<file path="src/rtl/tone_arbiter_if.sv">
// Pin-level bundle between the tone arbiter and the board: keys, switches,
// speaker wave and the status outputs.
interface tone_arbiter_if;
  logic [3:0] pushbutton;
  logic [7:0] switches;
  logic       out_wave;
  logic [3:0] grant;
  logic [3:0] pending;
  logic       busy;
  logic [6:0] hex_code;

  modport master (
    output pushbutton, switches,
    input  out_wave, grant, pending, busy, hex_code
  );

  modport slave (
    input  pushbutton, switches,
    output out_wave, grant, pending, busy, hex_code
  );
endinterface

</file>
<file path="src/rtl/tone_arbiter.sv">
// Round-robin sequencer sharing one square-wave speaker output between four
// pushbutton requesters, with a silent gap after every tone.
module tone_arbiter #(
  parameter int unsigned HALF_BASE  = 25000,
  parameter int unsigned SW_STEP    = 1000,
  parameter int unsigned DUR_CYCLES = 25000000,
  parameter int unsigned GAP_CYCLES = 2500000
) (
  input  logic           clk_clk,
  input  logic           reset_reset,
  tone_arbiter_if.slave  bus
);

  localparam int CW = 25;
  localparam longint unsigned CNT_LIM  = 64'd1 << CW;
  localparam longint unsigned HALF_MAX =
    longint'(HALF_BASE) * 4 + longint'(SW_STEP) * 255;

  // Refuse to elaborate with parameters that overflow the 25-bit counters.
  if (HALF_BASE == 0) begin : g_bad_half_base
    $error("tone_arbiter: HALF_BASE must be at least 1");
  end
  if (HALF_MAX >= CNT_LIM) begin : g_bad_half_max
    $error("tone_arbiter: HALF_BASE*4 + 255*SW_STEP does not fit in 25 bits");
  end
  if (DUR_CYCLES == 0 || longint'(DUR_CYCLES) >= CNT_LIM) begin : g_bad_dur
    $error("tone_arbiter: DUR_CYCLES must be in 1 .. 2**25-1");
  end
  if (GAP_CYCLES == 0 || longint'(GAP_CYCLES) >= CNT_LIM) begin : g_bad_gap
    $error("tone_arbiter: GAP_CYCLES must be in 1 .. 2**25-1");
  end

  localparam logic [CW-1:0] DUR_LAST = CW'(DUR_CYCLES - 1);
  localparam logic [CW-1:0] GAP_LAST = CW'(GAP_CYCLES - 1);
  localparam logic [6:0]    HEX_OFF  = 7'b1111111;

  typedef enum logic [1:0] {
    S_IDLE,
    S_PLAY,
    S_GAP
  } state_t;

  function automatic logic [CW-1:0] half_for(input logic [1:0] ch,
                                             input logic [7:0] sw);
    logic [CW-1:0] mult;
    mult = CW'({1'b0, ch}) + CW'(1);
    return CW'(HALF_BASE) * mult + CW'(sw) * CW'(SW_STEP);
  endfunction

  function automatic logic [6:0] hex_for(input logic [1:0] ch);
    logic [6:0] seg;
    case (ch)
      2'd0:    seg = 7'b1000000;
      2'd1:    seg = 7'b1111001;
      2'd2:    seg = 7'b0100100;
      default: seg = 7'b0110000;
    endcase
    return seg;
  endfunction

  state_t        state_q, state_d;
  logic [1:0]    last_q, last_d;
  logic [3:0]    sync1_q, sync2_q, prev_q;
  logic [3:0]    pending_q, pending_d;
  logic [3:0]    grant_q, grant_d;
  logic          out_wave_q, out_wave_d;
  logic          busy_q, busy_d;
  logic [6:0]    hex_q, hex_d;
  logic [CW-1:0] half_q, half_d;
  logic [CW-1:0] wcnt_q, wcnt_d;
  logic [CW-1:0] dur_q, dur_d;

  logic [3:0]    press;
  logic [3:0]    grant_clr;
  logic          win_found;
  logic [1:0]    win_idx;
  logic [1:0]    probe;

  assign press = prev_q & ~sync2_q;

  // Search last+1 .. last+4 (mod 4); the first pending channel wins.
  always_comb begin
    win_found = 1'b0;
    win_idx   = last_q;
    probe     = last_q;
    for (int k = 1; k <= 4; k++) begin
      probe = last_q + 2'(k);
      if (!win_found && pending_q[probe]) begin
        win_found = 1'b1;
        win_idx   = probe;
      end
    end
  end

  always_comb begin
    state_d    = state_q;
    last_d     = last_q;
    grant_d    = grant_q;
    out_wave_d = out_wave_q;
    busy_d     = busy_q;
    hex_d      = hex_q;
    half_d     = half_q;
    wcnt_d     = wcnt_q;
    dur_d      = dur_q;
    grant_clr  = '0;

    case (state_q)
      S_IDLE: begin
        grant_d    = '0;
        out_wave_d = 1'b0;
        busy_d     = 1'b0;
        hex_d      = HEX_OFF;
        if (win_found) begin
          state_d    = S_PLAY;
          last_d     = win_idx;
          grant_d    = 4'b0001 << win_idx;
          grant_clr  = 4'b0001 << win_idx;
          out_wave_d = 1'b1;
          busy_d     = 1'b1;
          hex_d      = hex_for(win_idx);
          half_d     = half_for(win_idx, bus.switches);
          wcnt_d     = '0;
          dur_d      = '0;
        end
      end

      S_PLAY: begin
        if (dur_q == DUR_LAST) begin
          state_d    = S_GAP;
          grant_d    = '0;
          out_wave_d = 1'b0;
          hex_d      = HEX_OFF;
          dur_d      = '0;
        end else begin
          dur_d = dur_q + CW'(1);
          if (wcnt_q == half_q - CW'(1)) begin
            out_wave_d = ~out_wave_q;
            wcnt_d     = '0;
          end else begin
            wcnt_d = wcnt_q + CW'(1);
          end
        end
      end

      S_GAP: begin
        if (dur_q == GAP_LAST) begin
          state_d = S_IDLE;
          busy_d  = 1'b0;
        end else begin
          dur_d = dur_q + CW'(1);
        end
      end

      default: begin
        state_d    = S_IDLE;
        grant_d    = '0;
        out_wave_d = 1'b0;
        busy_d     = 1'b0;
        hex_d      = HEX_OFF;
      end
    endcase

    // A new press beats the grant clear on the same bit.
    pending_d = (pending_q & ~grant_clr) | press;
  end

  always_ff @(posedge clk_clk) begin
    if (reset_reset) begin
      state_q    <= S_IDLE;
      last_q     <= 2'd3;
      sync1_q    <= '1;
      sync2_q    <= '1;
      prev_q     <= '1;
      pending_q  <= '0;
      grant_q    <= '0;
      out_wave_q <= 1'b0;
      busy_q     <= 1'b0;
      hex_q      <= HEX_OFF;
    end else begin
      state_q    <= state_d;
      last_q     <= last_d;
      sync1_q    <= bus.pushbutton;
      sync2_q    <= sync1_q;
      prev_q     <= sync2_q;
      pending_q  <= pending_d;
      grant_q    <= grant_d;
      out_wave_q <= out_wave_d;
      busy_q     <= busy_d;
      hex_q      <= hex_d;
    end
  end

  // Counters and pitch are always reloaded on PLAY entry, so they need no reset.
  always_ff @(posedge clk_clk) begin
    half_q <= half_d;
    wcnt_q <= wcnt_d;
    dur_q  <= dur_d;
  end

  assign bus.out_wave = out_wave_q;
  assign bus.grant    = grant_q;
  assign bus.pending  = pending_q;
  assign bus.busy     = busy_q;
  assign bus.hex_code = hex_q;

endmodule
</file>
<file path="src/flat_wrapper.sv">
// flat-port wrapper written by rule: the top's interface ports become plain ports
module tone_arbiter_flat 
#(
  parameter int unsigned HALF_BASE  = 25000,
  parameter int unsigned SW_STEP    = 1000,
  parameter int unsigned DUR_CYCLES = 25000000,
  parameter int unsigned GAP_CYCLES = 2500000
)
  (clk_clk, reset_reset, bus_pushbutton, bus_switches, bus_out_wave, bus_grant, bus_pending, bus_busy, bus_hex_code);
  tone_arbiter_if bus_i ();
  input  logic clk_clk;
  input  logic reset_reset;
  input wire logic [$bits(bus_i.pushbutton)-1:0] bus_pushbutton;
  input wire logic [$bits(bus_i.switches)-1:0] bus_switches;
  output wire logic [$bits(bus_i.out_wave)-1:0] bus_out_wave;
  output wire logic [$bits(bus_i.grant)-1:0] bus_grant;
  output wire logic [$bits(bus_i.pending)-1:0] bus_pending;
  output wire logic [$bits(bus_i.busy)-1:0] bus_busy;
  output wire logic [$bits(bus_i.hex_code)-1:0] bus_hex_code;
  assign bus_i.pushbutton = bus_pushbutton;
  assign bus_i.switches = bus_switches;
  assign bus_out_wave = bus_i.out_wave;
  assign bus_grant = bus_i.grant;
  assign bus_pending = bus_i.pending;
  assign bus_busy = bus_i.busy;
  assign bus_hex_code = bus_i.hex_code;
  tone_arbiter #(.HALF_BASE(HALF_BASE), .SW_STEP(SW_STEP), .DUR_CYCLES(DUR_CYCLES), .GAP_CYCLES(GAP_CYCLES)) u_core (.clk_clk(clk_clk), .reset_reset(reset_reset), .bus(bus_i));
endmodule
</file>
<file path="config.mk">
export PLATFORM = sky130hd
export DESIGN_NAME = tone_arbiter_flat
export DESIGN_NICKNAME = d
export VERILOG_FILES = /design/src/rtl/tone_arbiter_if.sv /design/src/rtl/tone_arbiter.sv /design/src/flat_wrapper.sv
export SDC_FILE = /design/constraint.sdc
export NUM_CORES = 1
export LEC_CHECK = 0
export CAP_MARGIN = 40
export CORE_ASPECT_RATIO = 1.1
export CORE_MARGIN = 3
export CORE_UTILIZATION = 45
export CTS_CLUSTER_DIAMETER = 150
export DETAILED_ROUTE_END_ITERATION = 12
export GPL_TIMING_DRIVEN = 0
export PLACE_DENSITY_LB_ADDON = 0.3
export SETUP_SLACK_MARGIN = 0.3
export SYNTH_ARGS = -nofsm -noshare
export SYNTH_HDL_FRONTEND = slang
export SYNTH_SLANG_ARGS = --single-unit
</file>
<file path="constraint.sdc">
create_clock -name clk_clk -period 5.9 [get_ports clk_clk]
set_input_delay 0.885 -clock clk_clk [delete_from_list [all_inputs] [get_ports clk_clk]]
set_output_delay 0.885 -clock clk_clk [all_outputs]
set_load 0.02 [all_outputs]
</file>
==> metrics.yaml <==
drive_gt1_share_pct: 10.3
pwr-share-seq_pct: 29.5
slew_violations: 0
dieHeight_um: 140
core_mm2: 0.0159
first_pass_iters: 5
tightest_slew_ps: 919
crit_path_end_kind: "flop"
power.total_mw: 4.49
post-place-cells: 999
root_buffer: "clkbuf_16"
htreeDepth: 3
ant_nets: 0
power_frac_clock_pct: 13.4
arrival_ps: 5670
syn_avg_cell_area_um2: 9.59
grt_antenna_before_repair: 0
clkLatencyLatePin_ps: 360
synth-async-reset-ratio_pct: 0
fin_nets: 922
synth.most_common_cell: "nor2_1"
timing.critical_path.slowest_cell_delay_ps: 550
hp-class: "flop to flop"
vias: 5482
fin_setup_tns_ps: 0
rsz0062_at_grt: "true"
holdBufCountCts: 0
grt_max_degree: 26
grt_overflow_total: 0
p_sw_mw: 1.88
hold_violations: 0
grt_pass1_wl_mm: 24.8
netlist.area_leader.share_pct: 27.0
fp.dieW_um: 128
hold_ws_ps: 415
cp_max_fo: 5
multiInputGateArea_mm2: 0.00458
place_congestion: 0.821
yosys_register_bits: 98
stdcell_count: 1023
cap_violations: 0
yosys.area.top_type: "edfxtp_1"
path_class: "input port to flop"
slew_headroom_pct: 38.1
clock_skew_ps: 8.66
nFillCells: 1470
wl_per_cell_um: 14.1
io_buffers: 30
globalRouteTotalUtil_pct: 16.8
cts_tree: "yes"
p_leak_nw: 3.33
crit_path_start_kind: "input port"
powerDensity_mw_per_mm2: 531
synth_seq_area_share_pct: 35.7
status: "complete, no violations"
synth_edf_count: 66
detail_route.iter0.violations: 348
ys_warn_count: 0
swShare_pct: 42.0
yosys-top-cells-area: "edfxtp_1, ha_1, dfxtp_1"
numCtsBuffers: 9
grt_pass1_vias: 5202
intPower_mw: 2.61
dieArea_mm2: 0.0179
antenna_cells: 0
clock.fmax_ghz: 0.180
fin_util_pct: 53.3
regArea_mm2: 0.00262
setup_viol: 0
synth-main-ff-cell: "edfxtp_1"
synth_nets: 870
path_cells: "buf_12 > fa_1 > inv_2 > fa_1 > fa_1 > fa_1 > inv_2 > ha_4 > nor3_4 > nor2_2 > o41ai_4 > o21ba_4 > xnor2_2 > ha_1 > and2_1 > a32o_1 > a31oi_1 > o311a_1 > o31ai_2 > o41ai_2 > xnor2_1"
pwr-share-comb_pct: 57.1
finalCritPeriodShare_pct: 94.2
row_count: 48
synth_cell_types: 69
cp_common_cell: "fa_1"
dp_hpwl_mm: 10.9
fin_crit_ps: 5560
ios: 31
netlist_instances: 766
cpMaxStageDelayCell: "fa_1"
syn_area_mm2: 0.00735
peakVddDrop_v: 0.000313
cp.required_ps: 6010
clock-sinks: 98
post_drt_via_cell_ratio: 5.36
synth_common_cells: "nor2_1, ha_1, edfxtp_1"
wl_mm: 14.4
cts.path.max_buffers: 2
areaGrowthSynthToFinish_pct: 15.0
clk_pin_slew_ps: 80
initial_core_util_pct: 46.3
drc: 0
[sequential cells by signal (all words and copies together) (netlist names), 4 cells and up]
name / flops
u_core.sync1_q: 4
u_core.bus.grant: 4
u_core.wcnt_q: 25
u_core.bus.pending: 4
u_core.prev_q: 4
u_core.dur_q: 25
u_core.half_q: 16
u_core.sync2_q: 4
u_core.bus.hex_code: 6
[metrics by stage]
stage | worst slack [ps] | instance area [um^2]
floorplan | 280 | 7400
global placement | -816 | 7950
detailed placement | -778 | 8010
CTS | 308 | 8360
global route | 132 | 8450
finish | 342 | 8450
[critical path: cells and delay by family]
family / cells / cell delay [ps]
fa+ha+maj: 6 / 2660
xor+xnor: 2 / 230
simple gates: 3 / 320
compound gates: 7 / 1360
buf+inv: 3 / 200
[path summary, 6_finish.rpt]
check,start,to,slack [ps],cells after the start
worst min-delay path,u_core.sync1_q[2],u_core.sync2_q[2],410,1
worst max register to register,u_core.bus.pending[2],u_core.half_q[17],1550,15
worst min register to register,u_core.sync1_q[2],u_core.sync2_q[2],410,1
worst max-delay path,bus_switches[1],u_core.half_q[17],340,21
[power groups by stage]
stage | Sequential [mW] | Combinational, mW | Clock (mW)
CTS | 1.32 | 2.47 | 0.618
global placement | 1.34 | 2.31 | 0
global route | 1.36 | 2.89 | 0.650
detailed placement | 1.33 | 2.37 | 0
finish | 1.32 | 2.57 | 0.601
floorplan | 1.29 | 1.90 | 0
[per-layer routing]
| layer | track usage (%) | wire (um) | vias to the layer above |
|---|---|---|---|
| met5 | 0 | 0 | - |
| met2 | 28.2 | 7110 | 64 |
| met4 | 4.86 | 184 | 0 |
| li1 | - | - | 2792 |
| met3 | 2.94 | 340 | 15 |
| met1 | 22.3 | 6740 | 2611 |
[placed cells by master, fill, tap and decap left out, types with 23 or more instances in the layout]
master and instances:
nand3_1 31, xnor2_1 51, a21oi_1 23, inv_1 53
edfxtp_1 66, ha_1 64, nor2_1 86, dfxtp_1 32
nand2_1 51, xor2_1 35
[cells by family (layout without fill, tap and decap cells)]
logic type | Yosys count | after routing | synth area share [%]
and+or+nand+nor | 309 | 309 | 22.2
AOI/OAI and AO/OA | 99 | 99 | 9.13
DFF | 98 | 98 | 35.7
adders and majority gates | 90 | 90 | 17.6
xor gates and xnor gates | 88 | 88 | 10.7
buffers and inverters | 78 | 135 | 4.19
muxes | 4 | 4 | 0.562
[final cells by class]
type / count / area share, %
multi-input combinational: 590 / 54.2
sequential: 98 / 31.0
timing repair buffer: 41 / 4.53
tap: 200 / 2.96
clock buffer: 9 / 2.67
inverter: 59 / 2.62
buffer: 19 / 1.07
clock inverter: 7 / 0.933
[what timing repair did]
action / in CTS / in global routing
setup endpoints to repair: 7 / 5
resized for setup: 26 / 34
pin swaps: 6 / 15
setup buffers: 3 / 5
Note: power is estimated with default switching activity, not from simulation.
